===== src/rtl/load_store_unit_if.sv =====
// load_store_unit_if: core request/response channel and word-organised data-memory bus.
interface load_store_unit_if #(parameter int ADDR_WIDTH = 32);
  logic                  req_valid;
  logic                  req_ready;
  logic                  req_is_store;
  logic [2:0]            req_funct3;
  logic [ADDR_WIDTH-1:0] req_addr;
  logic [31:0]           req_wdata;
  logic                  resp_valid;
  logic [31:0]           resp_rdata;
  logic                  resp_err;
  logic                  busy;
  logic                  mem_req;
  logic                  mem_we;
  logic [ADDR_WIDTH-1:0] mem_addr;
  logic [3:0]            mem_wstrb;
  logic [31:0]           mem_wdata;
  logic [31:0]           mem_rdata;
  logic                  mem_ack;
  modport slave (
    input  req_valid, req_is_store, req_funct3, req_addr, req_wdata, mem_rdata, mem_ack,
    output req_ready, resp_valid, resp_rdata, resp_err, busy,
           mem_req, mem_we, mem_addr, mem_wstrb, mem_wdata
  );
  modport master (
    output req_valid, req_is_store, req_funct3, req_addr, req_wdata, mem_rdata, mem_ack,
    input  req_ready, resp_valid, resp_rdata, resp_err, busy,
           mem_req, mem_we, mem_addr, mem_wstrb, mem_wdata
  );
endinterface


===== src/rtl/load_store_unit.sv =====
// load_store_unit: turns one core load/store into a req/ack word access with byte lanes,
// returning extended load data or an error (illegal, misaligned, timeout).
module load_store_unit #(
  parameter int ADDR_WIDTH     = 32,
  parameter int TIMEOUT_CYCLES = 255
) (
  input logic              clk,
  input logic              reset,
  load_store_unit_if.slave bus
);
  localparam int CW = $clog2(TIMEOUT_CYCLES + 1);
  typedef enum logic [1:0] {IDLE, WAIT_ACK, RESP} state_t;
  state_t                state_q, state_d;
  logic [CW-1:0]         cnt_q, cnt_d;
  logic                  we_q, we_d, err_q, err_d;
  logic [2:0]            f3_q, f3_d;
  logic [1:0]            off_q, off_d;
  logic [ADDR_WIDTH-1:0] addr_q, addr_d;
  logic [3:0]            strb_q, strb_d;
  logic [31:0]           wdata_q, wdata_d, rdata_q, rdata_d;
  logic                  legal, aligned, timeout;
  logic [1:0]            off;
  logic [7:0]            ld_byte;
  logic [15:0]           ld_half;
  logic [31:0]           ld_data;
  assign off     = bus.req_addr[1:0];
  assign legal   = bus.req_is_store ? (bus.req_funct3 inside {3'b000, 3'b001, 3'b010})
                                    : (bus.req_funct3 inside {3'b000, 3'b001, 3'b010, 3'b100, 3'b101});
  assign aligned = bus.req_funct3[1:0] == 2'b01 ? !off[0] :
                   bus.req_funct3[1:0] == 2'b10 ? off == 2'b00 : 1'b1;
  // ack on the same edge as the last allowed cycle takes priority over this
  assign timeout = cnt_q == CW'(TIMEOUT_CYCLES - 1);
  assign ld_byte = 8'(bus.mem_rdata >> {off_q, 3'b000});
  assign ld_half = off_q[1] ? bus.mem_rdata[31:16] : bus.mem_rdata[15:0];
  assign ld_data = we_q ? '0 :
                   f3_q[1:0] == 2'b00 ? {{24{~f3_q[2] & ld_byte[7]}}, ld_byte} :
                   f3_q[1:0] == 2'b01 ? {{16{~f3_q[2] & ld_half[15]}}, ld_half} : bus.mem_rdata;
  always_comb begin
    state_d = state_q;
    cnt_d   = cnt_q;
    we_d    = we_q;
    f3_d    = f3_q;
    off_d   = off_q;
    addr_d  = addr_q;
    strb_d  = strb_q;
    wdata_d = wdata_q;
    rdata_d = rdata_q;
    err_d   = err_q;
    case (state_q)
      IDLE: if (bus.req_valid) begin
        if (legal && aligned) begin
          state_d = WAIT_ACK;
          cnt_d   = '0;
          we_d    = bus.req_is_store;
          f3_d    = bus.req_funct3;
          off_d   = off;
          addr_d  = {bus.req_addr[ADDR_WIDTH-1:2], 2'b00};
          strb_d  = !bus.req_is_store ? 4'b0000 :
                    bus.req_funct3[1:0] == 2'b00 ? 4'b0001 << off :
                    bus.req_funct3[1:0] == 2'b01 ? 4'b0011 << off : 4'b1111;
          wdata_d = !bus.req_is_store ? '0 :
                    bus.req_funct3[1:0] == 2'b00 ? {4{bus.req_wdata[7:0]}} :
                    bus.req_funct3[1:0] == 2'b01 ? {2{bus.req_wdata[15:0]}} : bus.req_wdata;
        end else begin
          state_d = RESP;
          err_d   = 1'b1;
          rdata_d = '0;
        end
      end
      WAIT_ACK: if (bus.mem_ack) begin
        state_d = RESP;
        err_d   = 1'b0;
        rdata_d = ld_data;
      end else if (timeout) begin
        state_d = RESP;
        err_d   = 1'b1;
        rdata_d = '0;
      end else begin
        cnt_d = cnt_q + 1'b1;
      end
      RESP:    state_d = IDLE;
      default: state_d = IDLE;
    endcase
  end
  always_ff @(posedge clk or posedge reset) begin
    if (reset) begin
      state_q <= IDLE;
      cnt_q   <= '0;
      we_q    <= 1'b0;
      f3_q    <= '0;
      off_q   <= '0;
      addr_q  <= '0;
      strb_q  <= '0;
      wdata_q <= '0;
      rdata_q <= '0;
      err_q   <= 1'b0;
    end else begin
      state_q <= state_d;
      cnt_q   <= cnt_d;
      we_q    <= we_d;
      f3_q    <= f3_d;
      off_q   <= off_d;
      addr_q  <= addr_d;
      strb_q  <= strb_d;
      wdata_q <= wdata_d;
      rdata_q <= rdata_d;
      err_q   <= err_d;
    end
  end
  // bus and response fields are gated by state so reset clears them without an edge
  assign bus.req_ready  = state_q == IDLE;
  assign bus.busy       = state_q != IDLE;
  assign bus.resp_valid = state_q == RESP;
  assign bus.resp_rdata = bus.resp_valid ? rdata_q : '0;
  assign bus.resp_err   = bus.resp_valid & err_q;
  assign bus.mem_req    = state_q == WAIT_ACK;
  assign bus.mem_we     = bus.mem_req & we_q;
  assign bus.mem_addr   = bus.mem_req ? addr_q : '0;
  assign bus.mem_wstrb  = bus.mem_req ? strb_q : '0;
  assign bus.mem_wdata  = bus.mem_req ? wdata_q : '0;
endmodule


===== src/flat_wrapper.sv =====
// flat-port wrapper written by rule: the top's interface ports become plain ports
module load_store_unit_flat 
#(
  parameter int ADDR_WIDTH     = 32,
  parameter int TIMEOUT_CYCLES = 255
)
  (clk, reset, bus_req_valid, bus_req_is_store, bus_req_funct3, bus_req_addr, bus_req_wdata, bus_mem_rdata, bus_mem_ack, bus_req_ready, bus_resp_valid, bus_resp_rdata, bus_resp_err, bus_busy, bus_mem_req, bus_mem_we, bus_mem_addr, bus_mem_wstrb, bus_mem_wdata);
  load_store_unit_if #(.ADDR_WIDTH(ADDR_WIDTH)) bus_i ();
  input logic clk;
  input logic reset;
  input wire logic [$bits(bus_i.req_valid)-1:0] bus_req_valid;
  input wire logic [$bits(bus_i.req_is_store)-1:0] bus_req_is_store;
  input wire logic [$bits(bus_i.req_funct3)-1:0] bus_req_funct3;
  input wire logic [$bits(bus_i.req_addr)-1:0] bus_req_addr;
  input wire logic [$bits(bus_i.req_wdata)-1:0] bus_req_wdata;
  input wire logic [$bits(bus_i.mem_rdata)-1:0] bus_mem_rdata;
  input wire logic [$bits(bus_i.mem_ack)-1:0] bus_mem_ack;
  output wire logic [$bits(bus_i.req_ready)-1:0] bus_req_ready;
  output wire logic [$bits(bus_i.resp_valid)-1:0] bus_resp_valid;
  output wire logic [$bits(bus_i.resp_rdata)-1:0] bus_resp_rdata;
  output wire logic [$bits(bus_i.resp_err)-1:0] bus_resp_err;
  output wire logic [$bits(bus_i.busy)-1:0] bus_busy;
  output wire logic [$bits(bus_i.mem_req)-1:0] bus_mem_req;
  output wire logic [$bits(bus_i.mem_we)-1:0] bus_mem_we;
  output wire logic [$bits(bus_i.mem_addr)-1:0] bus_mem_addr;
  output wire logic [$bits(bus_i.mem_wstrb)-1:0] bus_mem_wstrb;
  output wire logic [$bits(bus_i.mem_wdata)-1:0] bus_mem_wdata;
  assign bus_i.req_valid = bus_req_valid;
  assign bus_i.req_is_store = bus_req_is_store;
  assign bus_i.req_funct3 = bus_req_funct3;
  assign bus_i.req_addr = bus_req_addr;
  assign bus_i.req_wdata = bus_req_wdata;
  assign bus_i.mem_rdata = bus_mem_rdata;
  assign bus_i.mem_ack = bus_mem_ack;
  assign bus_req_ready = bus_i.req_ready;
  assign bus_resp_valid = bus_i.resp_valid;
  assign bus_resp_rdata = bus_i.resp_rdata;
  assign bus_resp_err = bus_i.resp_err;
  assign bus_busy = bus_i.busy;
  assign bus_mem_req = bus_i.mem_req;
  assign bus_mem_we = bus_i.mem_we;
  assign bus_mem_addr = bus_i.mem_addr;
  assign bus_mem_wstrb = bus_i.mem_wstrb;
  assign bus_mem_wdata = bus_i.mem_wdata;
  load_store_unit #(.ADDR_WIDTH(ADDR_WIDTH), .TIMEOUT_CYCLES(TIMEOUT_CYCLES)) u_core (.clk(clk), .reset(reset), .bus(bus_i));
endmodule

===== config.mk =====
export PLATFORM = sky130hd
export DESIGN_NAME = load_store_unit_flat
export DESIGN_NICKNAME = d
export VERILOG_FILES = /design/src/rtl/load_store_unit_if.sv /design/src/rtl/load_store_unit.sv /design/src/flat_wrapper.sv
export SDC_FILE = /design/constraint.sdc
export NUM_CORES = 1
export LEC_CHECK = 0
export CELL_PAD_IN_SITES_DETAIL_PLACEMENT = 0
export CELL_PAD_IN_SITES_GLOBAL_PLACEMENT = 1
export CORE_ASPECT_RATIO = 2
export CORE_MARGIN = 2
export CORE_UTILIZATION = 34
export DETAILED_ROUTE_END_ITERATION = 10
export PLACE_DENSITY_LB_ADDON = 0.25
export RECOVER_POWER = 50
export SLEW_MARGIN = 20
export SYNTH_ARGS = -nofsm -noshare
export SYNTH_HDL_FRONTEND = slang
export SYNTH_SLANG_ARGS = --single-unit

===== constraint.sdc =====
create_clock -name clk -period 4.74 [get_ports clk]
set_clock_uncertainty 0.2 [all_clocks]
set_input_delay 1.185 -clock clk [delete_from_list [all_inputs] [get_ports clk]]
set_output_delay 1.185 -clock clk [all_outputs]
set_load 0.05 [all_outputs]

Word level (Yosys, flattened, before mapping) --
Cells that the tools add are included.
Storage, ports and cells: flip-flop bits (word level) 115, input bits 104, logic and storage cells 87
Operators by class: $add $sub $neg 1, equality and inequality tests 16, shift-type cells 3, mux-type cells 37, bitwise logic cells 5, reductions and logical operators 15
Operators with widths (number):
- $mux W32 | 13
- $pmux W32 S2 | 1
- $mux W8 | 4
- $shr A32 B5 Y8 | 1
- $mux W16 | 1
- $mux W4 | 4
- $pmux W8 S2 | 1
- $add A8 B1 Y8 const B | 1
- $eq A8 B8 Y1 const B | 1
- $logic_not A2 Y1 | 4
- $mux W2 | 4
- $ne A2 B2 Y1 const B | 4
- $mux W1 | 7
- $eq A2 B1 Y1 const B | 3
- $eq A3 B3 Y1 const B | 2
- $reduce_and A5 Y1 | 1
- $reduce_bool A5 Y1 | 1
- $and A1 B1 Y1 | 4
- $eq A2 B2 Y1 const B | 2
- $pmux W2 S2 | 1
- $reduce_and A4 Y1 | 1
- $reduce_bool A2 Y1 | 2
- $shl A1 B2 Y4 const A | 1
- $shl A2 B2 Y4 const A | 1
- 12 further kinds | 12

Longest topological paths before layout --
depth after elaboration 7, mapped depth 10

Worst setup path after synthesis --
OpenSTA, ideal clock, no wires.
kind reg-to-output, start point register u_core.state_q[1], end point output bus_mem_addr[23], data arrival time 1.804 ns, path slack 1.551 ns, cell stages (with the launch flop) 5, buffers on the path 2, cell sequence dfrtp_1 nor2b_1 clkbuf_1 clkbuf_1 and2_1
On the way: word-level cells in the longest chain between the ends 2
RTL lines:
- start: declaration | RTL line load_store_unit.sv:13 | state_t state_q, state_d;
- start signal: assignment | RTL line load_store_unit.sv:98 | state_q <= state_d;
- $eq A2 B1 Y1 | RTL line load_store_unit.sv:116 | assign bus.mem_req = state_q == WAIT_ACK;
- net bus_mem_req | RTL line flat_wrapper.sv:23 | output wire logic [$bits(bus_i.mem_req)-1:0] bus_mem_req;
- $mux W32 | RTL line load_store_unit.sv:118 | assign bus.mem_addr = bus.mem_req ? addr_q : '0;
- end: declaration | RTL line flat_wrapper.sv:25 | output wire logic [$bits(bus_i.mem_addr)-1:0] bus_mem_addr;
The timed path passes the listed nets, and every way through them passes these cells.

Final worst setup path --
start point input bus_req_addr[1], end point register u_core.rdata_q[10]
On the way: word-level cells in the longest chain between the ends 6
RTL lines:
- start: declaration | RTL line flat_wrapper.sv:14 | input wire logic [$bits(bus_i.req_addr)-1:0] bus_req_addr;
- $logic_not A2 Y1 | RTL line load_store_unit.sv:30 | bus.req_funct3[1:0] == 2'b10 ? off == 2'b00 : 1'b1;
- $mux W1 | RTL line load_store_unit.sv:30
- $mux W1 | RTL line load_store_unit.sv:29 | assign aligned = bus.req_funct3[1:0] == 2'b01 ? !off[0] :
- $logic_and A1 B1 Y1 | RTL line load_store_unit.sv:51 | if (legal && aligned) begin
- $ne A2 B2 Y1 (no source line)
- $reduce_and A4 Y1 (no source line)
- end signal: assignment | RTL line load_store_unit.sv:106 | rdata_q <= rdata_d;
- end: declaration | RTL line load_store_unit.sv:20 | logic [31:0] wdata_q, wdata_d, rdata_q, rdata_d;
No other way between the ends. A chain may end at the register's enable or synchronous reset.

==> reports/qor.yml <==
status: "finished with violations"
failing_checks: "max-capacitance violations, max-slew violations"
area_growth_syn_to_layout_pct: 43.76
asyncSetResetFlopFracSynth_pct: 100.0
synth_sequential_area_ratio_pct: 45.83
yosysUniqueCellTypes: 42
clock-root-buffer: "sky130_fd_sc_hd__clkbuf_16"
vias_per_cell: 5.189
endpoint_kind: "register"
htree_levels: 4
global_route_wire_length_before_repair_mm: 32.48
end_point_of_the_worst_hold_path: "u_core.wdata_q[21]$_DFFE_PP0P_"
report.final.setup_viol: 0
starting_density_of_the_core_pct: 34.46
cts_hold_buffers: 0
max-cap-violations: 3
cp_data_required_time_ps: 4880
die_x_um: 100.1
first_global_vias: 5993
drcViolationCount: 0
power.ir.vdd_worst_mv: 0.2686
total_leakage_power_uw: 0.004080
dominantRegCellSynth: "sky130_fd_sc_hd__dfrtp_1"
detailroute.via_count: 5791
tightest_slew_ps: 2536
ys.warnings.count: 0
final_nets: 999
tns_ps: 0
hp-start: "u_core.wdata_q[21]$_DFFE_PP0P_"
critPathLaunchType: "input pin"
insertion_delay_ps: 400
cts_resized: 0
finalWeightedCongestion: 0.8953
setup.worst_path.class: "in -> reg"
drt_first_pass_iters: 7
fin_hold_viols: 0
diodes: 0
grt_antenna_before_repair: 0
n_fill_cell: 1767
clk_transition_reported_paths_ps: 50
post-route-min-period_ps: 4153
die-height_um: 196.2
fin_crit_sh_pct: 87.62
cts_sinks: 115
syn_inst: 708
post_synth.cell_area_avg_um2: 8.868
number_of_standard_cell_rows_in_the_floorplan: 70
grt_start_max_net_pins: 74
final_layout_size_suffix_gt1_share_pct: 7.667
number_of_synthesized_flops_with_an_enable_pin: 0
num_cts_buffers: 17
grt_remaining_overflow: 0
holdCritPathClass: "reg -> reg"
slew_viol_final: 160
worst_slew_margin_rel_pct: -69.97
synth-seq-cells: 115
fp.dieArea_um2: 19640
power_density_nw_per_um2: 561.1
post_layout_nonfiller_instances: 1116
placed_cell_count: 1086
rr_endpoint: "u_core.rdata_q[15]$_DFFE_PP0P_"
post_drt_wl_per_cell_um: 18.61
detailed_place_hpwl_mm: 15.09
1st_iter_drt_viols: 252
floorplan.core_area_um2: 18220
post_cts_buffers: 0
port-buffer-count: 207
critical_path_peak_fanout: 33
timing.reg2reg.worst_path_depth: 6
mappedNetlistArea_um2: 6279
arrival_ps: 4290
clock_tree_from_tritoncts: "done"
worstReg2RegStart: "u_core.state_q[1]$_DFFE_PP0P_"
clock_tree.buffer_depth: 2
hold_crit_depth: 2
fmax_mhz: 240.8
route.antenna.remaining_nets: 0
wl_mm: 20.77
gr-usage-all-layers_pct: 21.36
reg2reg_setup_slack_ps: 1720
rsz0062_at_grt: "no"
floorplan.io_pins: 210
[metal layers]
layer	global-route usage [%]	routed length, um	up-vias
met5	0	0	-
met4	10.40	834	0
met3	4.168	903	36
met2	39.34	11430	195
met1	22.76	7605	2812
li1	-	-	2748
[worst max-delay path: stages]
cell and delay, ps:
sky130_fd_sc_hd__dlygate4sd3_1 600, sky130_fd_sc_hd__inv_1 130, sky130_fd_sc_hd__ha_1 180, sky130_fd_sc_hd__nand2b_1 60, sky130_fd_sc_hd__a221o_1 370, sky130_fd_sc_hd__a21oi_1 160, sky130_fd_sc_hd__or3b_1 110, sky130_fd_sc_hd__clkbuf_1 1150
sky130_fd_sc_hd__a22o_1 310
[cells in the mapped netlist, types with 9 or more instances]
cell type / number / area share, %
sky130_fd_sc_hd__a21oi_1: 26 / 2.1
sky130_fd_sc_hd__and2_1: 100 / 10
sky130_fd_sc_hd__buf_2: 13 / 1.0
sky130_fd_sc_hd__clkbuf_1: 36 / 2.2
sky130_fd_sc_hd__dfrtp_1: 115 / 46
sky130_fd_sc_hd__inv_1: 15 / 0.90
sky130_fd_sc_hd__mux2_2: 17 / 3.0
sky130_fd_sc_hd__mux2i_1: 9 / 1.4
sky130_fd_sc_hd__nand2_1: 186 / 11
sky130_fd_sc_hd__nand3_1: 34 / 2.7
sky130_fd_sc_hd__o21ai_0: 23 / 1.8
sky130_fd_sc_hd__o22ai_1: 16 / 1.6
sky130_fd_sc_hd__o2bb2ai_1: 22 / 3.1
[area by class of cell]
class                      count  area, um2  share of cell area (%)
multi-input combinational    519       3098                   34.32
sequential                   115       2878                   31.88
timing repair buffer         219       2193                   24.30
clock buffer                  24      491.7                   5.448
tap                          216      270.3                   2.994
inverter                      17      65.06                  0.7208
clock inverter                 6      30.03                  0.3327
[layout by cell type (no fill, tap or decap), types with 2 or more instances in the layout]
cell	count
sky130_fd_sc_hd__ha_1	6
sky130_fd_sc_hd__buf_4	7
sky130_fd_sc_hd__mux2i_1	9
sky130_fd_sc_hd__nor2_1	5
sky130_fd_sc_hd__a221o_1	8
sky130_fd_sc_hd__inv_2	2
sky130_fd_sc_hd__and4_1	2
sky130_fd_sc_hd__a2bb2oi_1	8
sky130_fd_sc_hd__dfrtp_1	115
sky130_fd_sc_hd__clkbuf_16	17
sky130_fd_sc_hd__nand3_1	34
sky130_fd_sc_hd__o22ai_1	16
sky130_fd_sc_hd__mux2_2	17
sky130_fd_sc_hd__a21o_1	3
sky130_fd_sc_hd__or3_1	6
sky130_fd_sc_hd__clkbuf_8	4
sky130_fd_sc_hd__a21oi_1	26
sky130_fd_sc_hd__clkbuf_1	4
sky130_fd_sc_hd__or3b_1	2
sky130_fd_sc_hd__and2_1	100
sky130_fd_sc_hd__o21ai_0	28
sky130_fd_sc_hd__o2bb2ai_1	22
sky130_fd_sc_hd__mux4_2	8
sky130_fd_sc_hd__nand2b_1	2
sky130_fd_sc_hd__nand2_1	186
sky130_fd_sc_hd__clkdlybuf4s50_1	205
sky130_fd_sc_hd__dlygate4sd3_1	2
sky130_fd_sc_hd__buf_12	3
sky130_fd_sc_hd__nor3_1	8
sky130_fd_sc_hd__clkinv_2	6
sky130_fd_sc_hd__conb_1	2
sky130_fd_sc_hd__a22o_1	8
sky130_fd_sc_hd__inv_1	14
[power breakdown]
part	total [uW]	internal (uW)	switching, uW
clock	1130	711	420
combinational	2270	848	1430
sequential	1660	1390	273
total	5060	2950	2120
[registers in the layout, summed over array words and instances, names as in the netlist]
register        flops
u_core.strb_q       4
u_core.wdata_q     32
u_core.state_q      2
u_core.err_q        1
u_core.addr_q      30
u_core.off_q        2
u_core.we_q         1
u_core.rdata_q     32
u_core.f3_q         3
u_core.cnt_q        8
[kinds of logic (layout without fill, tap and decap cells)]
family,count (synthesis),after routing,share of synthesized area (%)
simple gates,352,352,26.78
compound gates,125,125,13.79
flops,115,115,45.83
buf+inv,75,266,4.982
mux,34,34,7.353
fa+ha+maj,6,6,1.196
other cells,1,2,0.05973
[worst max path at each step]
stage	endpoint	depth (start not counted)	from	slack [ps]
after global routing	u_core.rdata_q[8]$_DFFE_PP0P_	9	bus_req_addr[1]	350
final	u_core.rdata_q[10]$_DFFE_PP0P_	9	bus_req_addr[1]	590
after CTS	bus_mem_addr[7]	4	u_core.state_q[1]$_DFFE_PP0P_	680
after floorplan	u_core.addr_q[10]$_DFFE_PP0P_	1	reset	310
after global placement	u_core.wdata_q[3]$_DFFE_PP0P_	7	bus_req_funct3[1]	1040
after detailed placement	u_core.wdata_q[15]$_DFFE_PP0P_	9	bus_req_addr[1]	990
[through the flow]
stage               utilization (%)  instance area, um2  total power (uW)  hold WS (ps)  setup slack [ps]
floorplan                         -                6282              3193         230.4             310.9
detailed placement            46.77                8521              3980         252.0             991.0
global placement              46.77                8521              3928         243.3              1036
finish                        49.55                9026              5065         262.8             586.6
CTS                           49.64                9042              5138         263.4             676.3
global route                  49.55                9026              5389         284.0             351.3
No activity file was read; power rests on OpenSTA's default activity.
